<file path="src/rtl/nn_pkg.sv">
// Shared definitions for the time-multiplexed perceptron layer (nn_layer_seq).
//   nn_state_t  : controller states S_LOAD / S_MAC / S_ACT / S_OUT
//   OFF_BIAS,
//   OFF_THR     : per-neuron parameter offsets, added to N_INPUTS
//   acc_w()     : accumulator width for a given data width and fan-in
//   saturate()  : clamp a signed value into a DATA_W two's-complement range
package nn_pkg;

  typedef enum logic [1:0] {
    S_LOAD = 2'd0,
    S_MAC  = 2'd1,
    S_ACT  = 2'd2,
    S_OUT  = 2'd3
  } nn_state_t;

  // Each neuron occupies N_INPUTS+2 addresses: weights first, then these.
  localparam int OFF_BIAS = 0;
  localparam int OFF_THR  = 1;

  // Full-precision sum of n_inputs products plus the shifted bias.
  function automatic int acc_w(input int data_w, input int n_inputs);
    return 2 * data_w + $clog2(n_inputs) + 1;
  endfunction

  function automatic logic signed [63:0] saturate(input logic signed [63:0] v,
                                                  input int data_w);
    logic signed [63:0] hi;
    logic signed [63:0] lo;
    hi = (64'sd1 <<< (data_w - 1)) - 64'sd1;
    lo = -hi - 64'sd1;
    if (v > hi) return hi;
    if (v < lo) return lo;
    return v;
  endfunction

endpackage

</file>
<file path="src/rtl/nn_mac_unit.sv">
// Signed multiply-accumulate with threshold activation for nn_layer_seq.
// Ports:
//   clk, reset : clock, synchronous active-high reset (clears the accumulator)
//   clr        : load the accumulator with bias << FRAC_BITS (plus the product when add=1)
//   add        : add x*wt into the accumulator
//   x, wt      : signed operand and weight
//   bias, thr  : signed bias and threshold of the neuron being computed
//   act        : sat(acc >>> FRAC_BITS) when acc > thr << FRAC_BITS, else 0
module nn_mac_unit import nn_pkg::*; #(
  parameter int DATA_W    = 8,
  parameter int N_INPUTS  = 4,
  parameter int FRAC_BITS = 4
) (
  input  logic              clk,
  input  logic              reset,
  input  logic              clr,
  input  logic              add,
  input  logic [DATA_W-1:0] x,
  input  logic [DATA_W-1:0] wt,
  input  logic [DATA_W-1:0] bias,
  input  logic [DATA_W-1:0] thr,
  output logic [DATA_W-1:0] act
);

  localparam int ACC_W = acc_w(DATA_W, N_INPUTS);

  logic signed [2*DATA_W-1:0] prod;
  logic signed [ACC_W-1:0]    prod_ext;
  logic signed [ACC_W-1:0]    bias_sh;
  logic signed [ACC_W-1:0]    thr_sh;
  logic signed [ACC_W-1:0]    acc_q;
  logic signed [63:0]         sh64;

  assign prod     = $signed(x) * $signed(wt);
  assign prod_ext = $signed({{(ACC_W-2*DATA_W){prod[2*DATA_W-1]}}, prod});
  assign bias_sh  = $signed({{(ACC_W-DATA_W){bias[DATA_W-1]}}, bias}) <<< FRAC_BITS;
  assign thr_sh   = $signed({{(ACC_W-DATA_W){thr[DATA_W-1]}}, thr}) <<< FRAC_BITS;

  // clr folds the first product in, so a neuron needs exactly N_INPUTS cycles.
  always_ff @(posedge clk) begin
    if (reset) begin
      acc_q <= '0;
    end else if (clr) begin
      acc_q <= bias_sh + (add ? prod_ext : '0);
    end else if (add) begin
      acc_q <= acc_q + prod_ext;
    end
  end

  // Sign-extend to 64 bits before the arithmetic shift so saturate sees the true value.
  assign sh64 = $signed({{(64-ACC_W){acc_q[ACC_W-1]}}, acc_q}) >>> FRAC_BITS;
  assign act  = (acc_q > thr_sh) ? DATA_W'(saturate(sh64, DATA_W)) : '0;

endmodule

</file>
<file path="src/rtl/nn_layer_seq.sv">
// Time-multiplexed fully-connected perceptron layer: N_NEURONS neurons share
// one MAC that retires one product per cycle.
// Ports:
//   clk, reset          : clock, synchronous active-high reset
//   prm_we/addr/wdata   : parameter write port; neuron n at base n*(N_INPUTS+2):
//                         weights 0..N_INPUTS-1, bias at N_INPUTS, threshold at N_INPUTS+1
//   prm_ready           : writes accepted (only while loading inputs)
//   in_valid/data/ready : input sample stream, N_INPUTS beats per frame
//   out_valid/data/idx  : result stream, one beat per neuron, idx = neuron number
//   out_ready           : downstream backpressure
//   chain               : only with NN_CHAIN_EN; on the final output beat, 1 feeds the
//                         results back as the next inputs and recomputes
//   busy                : high while computing or presenting results
// Optional build macro: NN_CHAIN_EN (requires N_NEURONS == N_INPUTS).
//
// Handshakes: a beat transfers on a rising edge where valid && ready are both 1.
// out_valid, once raised, holds with out_data/out_idx stable until the transfer;
// in_ready/prm_ready depend only on the state (and are 0 while reset is high).
module nn_layer_seq import nn_pkg::*; #(
  parameter  int DATA_W    = 8,
  parameter  int N_INPUTS  = 4,
  parameter  int N_NEURONS = 4,
  parameter  int FRAC_BITS = 4,
  localparam int AW        = $clog2(N_NEURONS * (N_INPUTS + 2)),
  localparam int OW        = (N_NEURONS > 1) ? $clog2(N_NEURONS) : 1
) (
  input  logic              clk,
  input  logic              reset,
  input  logic              prm_we,
  input  logic [AW-1:0]     prm_addr,
  input  logic [DATA_W-1:0] prm_wdata,
  output logic              prm_ready,
  input  logic              in_valid,
  input  logic [DATA_W-1:0] in_data,
  output logic              in_ready,
  output logic              out_valid,
  output logic [DATA_W-1:0] out_data,
  output logic [OW-1:0]     out_idx,
`ifdef NN_CHAIN_EN
  input  logic              chain,
`endif
  input  logic              out_ready,
  output logic              busy
);

  localparam int            IW      = (N_INPUTS > 1) ? $clog2(N_INPUTS) : 1;
  localparam int            NPRM    = N_INPUTS + 2;
  localparam logic [IW-1:0] LAST_IN = IW'(N_INPUTS - 1);
  localparam logic [OW-1:0] LAST_N  = OW'(N_NEURONS - 1);

`ifdef NN_CHAIN_EN
  if (N_NEURONS != N_INPUTS) begin : g_chain_size_check
    $error("NN_CHAIN_EN needs N_NEURONS == N_INPUTS");
  end
`endif

  nn_state_t state;
  nn_state_t state_nx;

  // cnt: input index while loading, product index while accumulating.
  // nidx: neuron being computed, then result being presented.
  logic [IW-1:0]     cnt;
  logic [OW-1:0]     nidx;
  logic [DATA_W-1:0] w_q    [N_NEURONS][N_INPUTS];
  logic [DATA_W-1:0] bias_q [N_NEURONS];
  logic [DATA_W-1:0] thr_q  [N_NEURONS];
  logic [DATA_W-1:0] in_q   [N_INPUTS];
  logic [DATA_W-1:0] res_q  [N_NEURONS];

  logic              in_fire;
  logic              out_fire;
  logic              prm_fire;
  logic              mac_clr;
  logic              mac_add;
  logic              chain_go;
  logic [DATA_W-1:0] act;

`ifdef NN_CHAIN_EN
  assign chain_go = chain;
`else
  assign chain_go = 1'b0;
`endif

  assign in_fire  = in_valid & in_ready;
  assign out_fire = out_valid & out_ready;
  assign prm_fire = prm_we & prm_ready;

  // State register
  always_ff @(posedge clk) begin
    if (reset) state <= S_LOAD;
    else       state <= state_nx;
  end

  // Next-state logic
  always_comb begin
    state_nx = state;
    case (state)
      S_LOAD:  if (in_fire && cnt == LAST_IN) state_nx = S_MAC;
      S_MAC:   if (cnt == LAST_IN) state_nx = S_ACT;
      S_ACT:   state_nx = (nidx == LAST_N) ? S_OUT : S_MAC;
      S_OUT:   if (out_fire && nidx == LAST_N) state_nx = chain_go ? S_MAC : S_LOAD;
      default: state_nx = S_LOAD;
    endcase
  end

  // Output / control decode
  always_comb begin
    in_ready  = 1'b0;
    prm_ready = 1'b0;
    out_valid = 1'b0;
    busy      = 1'b0;
    mac_clr   = 1'b0;
    mac_add   = 1'b0;
    case (state)
      S_LOAD: begin
        in_ready  = ~reset;
        prm_ready = ~reset;
      end
      S_MAC: begin
        busy    = 1'b1;
        mac_add = 1'b1;
        mac_clr = (cnt == '0);
      end
      S_ACT: busy = 1'b1;
      S_OUT: begin
        busy      = 1'b1;
        out_valid = 1'b1;
      end
      default: ;
    endcase
  end

  assign out_data = out_valid ? res_q[nidx] : '0;
  assign out_idx  = out_valid ? nidx : '0;

  // Datapath registers: parameters, input buffer, results, indices
  always_ff @(posedge clk) begin
    if (reset) begin
      cnt  <= '0;
      nidx <= '0;
      for (int n = 0; n < N_NEURONS; n++) begin
        bias_q[n] <= '0;
        thr_q[n]  <= '0;
        res_q[n]  <= '0;
        for (int k = 0; k < N_INPUTS; k++) w_q[n][k] <= '0;
      end
      for (int k = 0; k < N_INPUTS; k++) in_q[k] <= '0;
    end else begin
      // Out-of-range addresses match no slot and fall through harmlessly.
      if (prm_fire) begin
        for (int n = 0; n < N_NEURONS; n++) begin
          for (int k = 0; k < N_INPUTS; k++)
            if (int'(prm_addr) == n * NPRM + k) w_q[n][k] <= prm_wdata;
          if (int'(prm_addr) == n * NPRM + N_INPUTS + OFF_BIAS) bias_q[n] <= prm_wdata;
          if (int'(prm_addr) == n * NPRM + N_INPUTS + OFF_THR)  thr_q[n]  <= prm_wdata;
        end
      end
      case (state)
        S_LOAD: begin
          if (in_fire) begin
            in_q[cnt] <= in_data;
            cnt       <= (cnt == LAST_IN) ? '0 : cnt + 1'b1;
          end
        end
        S_MAC: cnt <= (cnt == LAST_IN) ? '0 : cnt + 1'b1;
        S_ACT: begin
          res_q[nidx] <= act;
          nidx        <= (nidx == LAST_N) ? '0 : nidx + 1'b1;
        end
        S_OUT: begin
          if (out_fire) begin
            nidx <= (nidx == LAST_N) ? '0 : nidx + 1'b1;
`ifdef NN_CHAIN_EN
            if (nidx == LAST_N && chain)
              for (int k = 0; k < N_INPUTS; k++) in_q[k] <= res_q[k];
`endif
          end
        end
        default: ;
      endcase
    end
  end

  nn_mac_unit #(
    .DATA_W   (DATA_W),
    .N_INPUTS (N_INPUTS),
    .FRAC_BITS(FRAC_BITS)
  ) u_mac (
    .clk  (clk),
    .reset(reset),
    .clr  (mac_clr),
    .add  (mac_add),
    .x    (in_q[cnt]),
    .wt   (w_q[nidx][cnt]),
    .bias (bias_q[nidx]),
    .thr  (thr_q[nidx]),
    .act  (act)
  );

endmodule

</file>
<file path="config.mk">
export PLATFORM = sky130hd
export DESIGN_NAME = nn_layer_seq
export DESIGN_NICKNAME = d
export VERILOG_FILES = /design/src/rtl/nn_pkg.sv /design/src/rtl/nn_mac_unit.sv /design/src/rtl/nn_layer_seq.sv
export SDC_FILE = /design/constraint.sdc
export NUM_CORES = 1
export LEC_CHECK = 0
export ABC_AREA = 1
export CAP_MARGIN = 20
export CORE_ASPECT_RATIO = 1.75
export CORE_MARGIN = 10
export CORE_UTILIZATION = 25
export CTS_CLUSTER_SIZE = 10
export DETAILED_ROUTE_END_ITERATION = 16
export HOLD_SLACK_MARGIN = 0.1
export SYNTH_ARGS = -nofsm -noshare
export SYNTH_HDL_FRONTEND = slang
export SYNTH_SLANG_ARGS = --single-unit
</file>
<file path="constraint.sdc">
create_clock -name clk -period 7.58 [get_ports clk]
set_clock_uncertainty 0.2 [all_clocks]
set_input_delay 0.758 -clock clk [delete_from_list [all_inputs] [get_ports clk]]
set_output_delay 0.758 -clock clk [all_outputs]
set_load 0.1 [all_outputs]
</file>
== After elaboration in Yosys (flattened, before gate mapping) ==
Memories as Yosys holds them, arrays and structs flattened. A register that Yosys moved wholly into a read port is not among the register bits.
Index checks and enable logic that the tools add are counted.
Cells by class
  add/subtract/negate cells: 4
  $mul: 1
  divide/modulo/power cells: 0
  magnitude comparators: 4
  equality and inequality tests: 33
  shifts and indexed selects: 0
  multiplexer cells: 177
  bitwise operators: 29
  reductions and logical operators: 14
Operator list (number)
  2-to-1 mux 8 bit: 34
  2-to-1 mux 1 bit: 115
  equality test 5 bit, second input constant: 16
  2-to-1 mux 19 bit: 3
  2-to-1 mux 2 bit: 21
  bitwise OR 1 bit: 24
  equality test 5 x 4 -> 1 bit, second input constant: 4
  adder 19 x 16 -> 19 bit: 1
  adder 19 bit: 1
  greater-than comparator 19 x 12 -> 1 bit: 1
  binary-select mux 8 bit (select 2 bit): 1
  multiplier 8 x 8 -> 16 bit: 1
  OR reduction 8 bit: 2
  greater-than comparator 15 x 8 -> 1 bit, second input constant: 1
  less-than comparator 15 x 8 -> 1 bit, second input constant: 1
  equality test 5 x 3 -> 1 bit, second input constant: 2
  != test 2 bit, second input constant: 5
  equality test 2 bit, second input constant: 4
  case mux 2 bit (2 select lines): 2
  case mux 2 bit (4 select lines): 1
  nonzero test 2 bit: 3
  equality test 5 x 2 -> 1 bit, second input constant: 1
  zero test 5 bit: 1
  adder 2 x 1 -> 2 bit, second input constant: 2
  other kinds (10): 15
Storage, ports and cells
  register bits after elaboration: 25
  latch bits: 0
  bits in writable memories: 256
  bits in read-only memories: 0
  output and inout bits: 14
  logic and storage cells: 271
  memories: 5
Memory list
  w_q: depth 4, bits a word 32, read ports 1, clocked after Yosys merged registers in 1, wr ports 4, RTL line nn_layer_seq.sv:64  | logic [DATA_W-1:0] w_q [N_NEURONS][N_INPUTS];
  bias_q: depth 4, bits a word 8, read ports 1, clocked after Yosys merged registers in 1, wr ports 4, RTL line nn_layer_seq.sv:65  | logic [DATA_W-1:0] bias_q [N_NEURONS];
  in_q: depth 4, bits a word 8, read ports 1, clocked after Yosys merged registers in 1, wr ports 4, RTL line nn_layer_seq.sv:67  | logic [DATA_W-1:0] in_q [N_INPUTS];
  res_q: depth 4, bits a word 8, read ports 1, clocked after Yosys merged registers in 1, wr ports 4, RTL line nn_layer_seq.sv:68  | logic [DATA_W-1:0] res_q [N_NEURONS];
  thr_q: depth 4, bits a word 8, read ports 1, clocked after Yosys merged registers in 1, wr ports 4, RTL line nn_layer_seq.sv:66  | logic [DATA_W-1:0] thr_q [N_NEURONS];

== Logic depth before layout (Yosys ltp) ==
  word-level depth: 9
  mapped depth: 41

== By module ==
From an unflattened synthesis, not the netlist that was laid out.
Second synthesis, totals
  cell total of the unflattened synthesis: 1984
  area total of the unflattened synthesis: 17424.2 um^2
By module, submodules not included
  nn_layer_seq: times used 1, cells each 1104, area an instance 11662.4 um^2, seq. area each 7887.6 um^2
  nn_mac_unit: times used 1, cells each 880, area an instance 5761.8 um^2, seq. area each 380.4 um^2

== Worst setup path before layout ==
Ideal clock, no wire load.
  kind: register -> register
  start point: register (tool-made name)
  end point: register u_mac.acc_q[17]
  setup time: 117 ps
  data arrival time: 5888 ps
  setup slack: 1375 ps
  stages on the path, launching flop included: 34
  buffers on the path: 1
  cell sequence: dfxtp_1 -> inv_2 -> buf_2 -> or2_2 -> a32oi_1 -> inv_1 -> nand2_1 -> fa_1 -> fa_1 -> inv_1 -> fa_1 -> inv_1 -> fa_1 -> inv_1 -> ha_1 -> a21oi_1 -> nand2_1 -> nand2_1 -> o211ai_1 -> nand2_1 -> nand2_1 -> a21oi_1 -> xnor2_1 -> ha_1 -> nand2_1 -> nor2_1 -> nor3b_1 -> nand4_1 -> nand3_1 -> nand2_1 -> nand3_1 -> nand2_1 -> a21oi_1 -> nor2_1
RTL lines
  end signal, assigned: RTL line nn_mac_unit.sv:44  | acc_q <= bias_sh + (add ? prod_ext : '0);
  end signal, assigned: RTL line nn_mac_unit.sv:46  | acc_q <= acc_q + prod_ext;
  end, declared: RTL line nn_mac_unit.sv:31  | logic signed [ACC_W-1:0] acc_q;

==> impl_metrics.ini <==
[status]
status = finished clean

[global_route]
antenna_found_initial = 0
first_global_vias = 13604
grt_max_degree = 66
grt_use_total_pct = 12.8
grt_overflow = 0
grt_pass1_wl_um = 77300

[cells_and_area]
area_growth_pct = 15.7
seq_area_mm2 = 0.00827
antenna_cells = 0
layout-drive-gt1-share_pct = 6.83
fin_area_mm2 = 0.0195
fillers = 7120
final_nets = 2067
multiInputGateArea_mm2 = 0.00751
instances_no_fill = 2829

[route]
routed_wl_um = 51600
dr.pass1.iters = 5
drc = 0
vias_per_cell = 4.75
vias = 13443
routedWlPerCell_um = 18.3
drt_iter0_drc = 1054
ant_nets = 0

[sta]
holdWs_ns = 0.361
hold_viol = 0
maxSlewViolCount = 0
tightest_slew_ns = 1.04
period_share_pct = 95.5
setup_tns_ns = 0
max_freq_ghz = 0.138
rsz0062_at_grt = false
worst_slew_margin_rel_pct = 30.3
setup-violations-final = 0
layout_min_cycle_time_ns = 7.24

[synth]
synth_flop_cell = edfxtp_1
async_reset_ff_share_pct = 0
ys_seq_elements = 285
synth_common_cells = 408 x nor2_1, 260 x nand2_1, 256 x edfxtp_1
synth_top_area_share_pct = 45.5
synth_top_cells_by_area = edfxtp_1 46%, nor2_1 9.1%, fa_1 6.8%
synthesis.area_mm2 = 0.0169
yosysWarnings = 0
synth-seq-area-share_pct = 49.0
synthMostInstantiatedCell = nor2_1
synth.distinct_cells = 52
synth_largest_area_cell = edfxtp_1
synthesis.nets = 2013
syn_avg_cell_area_um2 = 9.11
synth_enable_flop_cells = 256
syn_inst = 1853

[place]
port_buffers = 39
gp_congestion = 1.02
placed_cell_area_mm2 = 0.0185
dpl.hpwl_um = 39200
dp.cells = 2764

[setup_path]
crit_slowest_cell = fa_1
reg2reg_to = u_mac.acc_q[15]
crit_top_cell = nand2_1
end_kind = flop
reg2reg_slack_ns = 0.34
cp-start-kind = flop
reg2reg_depth = 33
criticalPathCategory = flop to flop
cp_top_family = adder cells
cp.required_ns = 7.85
crit_fanout = 20
cpPeakStageDelay_ns = 0.62
critPathBufInv = 6
arrival_ns = 7.51

[flow_run]
drv_cap = 0

[clock_network]
tritoncts = yes
htreeDepth = 2
clk_latency_ns = 0.54
hold_buffers = 0
cts_num_sinks = 285
clockRootBuffer = clkbuf_16
postCtsSetupBuffers = 0
clockBufferDepth = 3
post_cts_resized = 0
clk_pin_slew_ns = 0.06
cts-buffers-inserted = 35

[power]
total_power_mw = 6.39
ir_worst_vdd_mv = 0.277
leakagePower_nw = 8.03
power_density_mw_per_mm2 = 327

[floorplan]
die_height_um = 364
die_w_um = 216
dieArea_mm2 = 0.0788
io_pins = 40
rows = 126
start_util_pct = 25.1
core_mm2 = 0.0672

[worst_hold_path]
hold_depth = 2
worstHoldStart = u_mac.acc_q[5]
min_to = u_mac.acc_q[5]
hold_path.class = flop to flop
==> worst max path at each step <==
| stage | from | to | depth (start not counted) |
|---|---|---|---|
| after floorplan | flop | u_mac.acc_q[17] | 33 |
| after global placement | flop | u_mac.acc_q[18] | 35 |
| after detailed placement | flop | u_mac.acc_q[18] | 35 |
| after CTS | flop | u_mac.acc_q[18] | 35 |
| after global routing | flop | u_mac.acc_q[17] | 34 |
| final | flop | u_mac.acc_q[15] | 33 |
==> area by class of cell <==
type	instances	area share [%]
clock buffers	57	4.91
clock inverters	6	0.391
inverters	216	4.16
multi-input cells	1282	38.5
flip-flops and latches	285	42.3
well taps	896	5.74
repair buffers	87	4.00
==> sequential cells by signal (all words and copies together), names as in the netlist, named ones only <==
register     cells
state            2
cnt              2
in_q            32
thr_q           32
u_mac.acc_q     19
res_q           32
bias_q          32
nidx             2
w_q            128
==> through the flow <==
step	utilization (%)	setup slack, ns
after floorplan	-	1.37
after global placement	27.5	0.493
after detailed placement	27.5	0.387
after CTS	29.0	0.365
after global routing	29.1	0.00481
final	29.1	0.344
==> report_power, final <==
part | switching [mW] | total (mW) | internal [mW]
Clock | 0.660 | 1.56 | 0.904
Combinational | 2.01 | 3.03 | 1.02
Sequential | 0.0216 | 1.80 | 1.77
==> layer usage <==
layer  global-route usage, %  share of wire, %  up-vias
met3                    1.41               3.9      159
met2                    25.5                56      466
met5                       0                 0        -
li1                        -                 -     6362
met1                    11.4                33     6456
met4                    9.50               7.6        0
==> cells in the final DEF, fill, tap and decap left out, types with 15 or more instances in the layout <==
master             n
o221ai_1          26
o22ai_1           15
o21ai_0          140
nand2_1          258
buf_4             44
clkdlybuf4s50_1   39
a21oi_1           88
nor3_1            32
fa_1              57
dfxtp_1           28
ha_1              77
or2_2             17
clkbuf_1          22
nor2_1           408
nand3_1           49
clkbuf_16         35
inv_1            200
edfxtp_1         256
==> worst reg2reg max path, delay by kind of cell, from the launching register on <==
| family | cells | cell delay (ns) |
|---|---|---|
| buffers and inverters | 6 | 0.79 |
| XOR/XNOR | 1 | 0.30 |
| flip-flops | 1 | 0.38 |
| adder cells (fa/ha/maj) | 6 | 2.80 |
| AO/OA/AOI/OAI | 9 | 1.23 |
| AND/OR/NAND/NOR | 11 | 1.45 |
==> cells by family after synthesis <==
kind of cell / after synthesis / share of synthesized area [%]
simple gates: 797 / 19.3
buf+inv: 286 / 6.62
fa+ha+maj: 134 / 12.5
compound gates: 333 / 11.8
xor+xnor: 18 / 0.933
flops: 285 / 49.0
(Power assumes the default switching activity.)
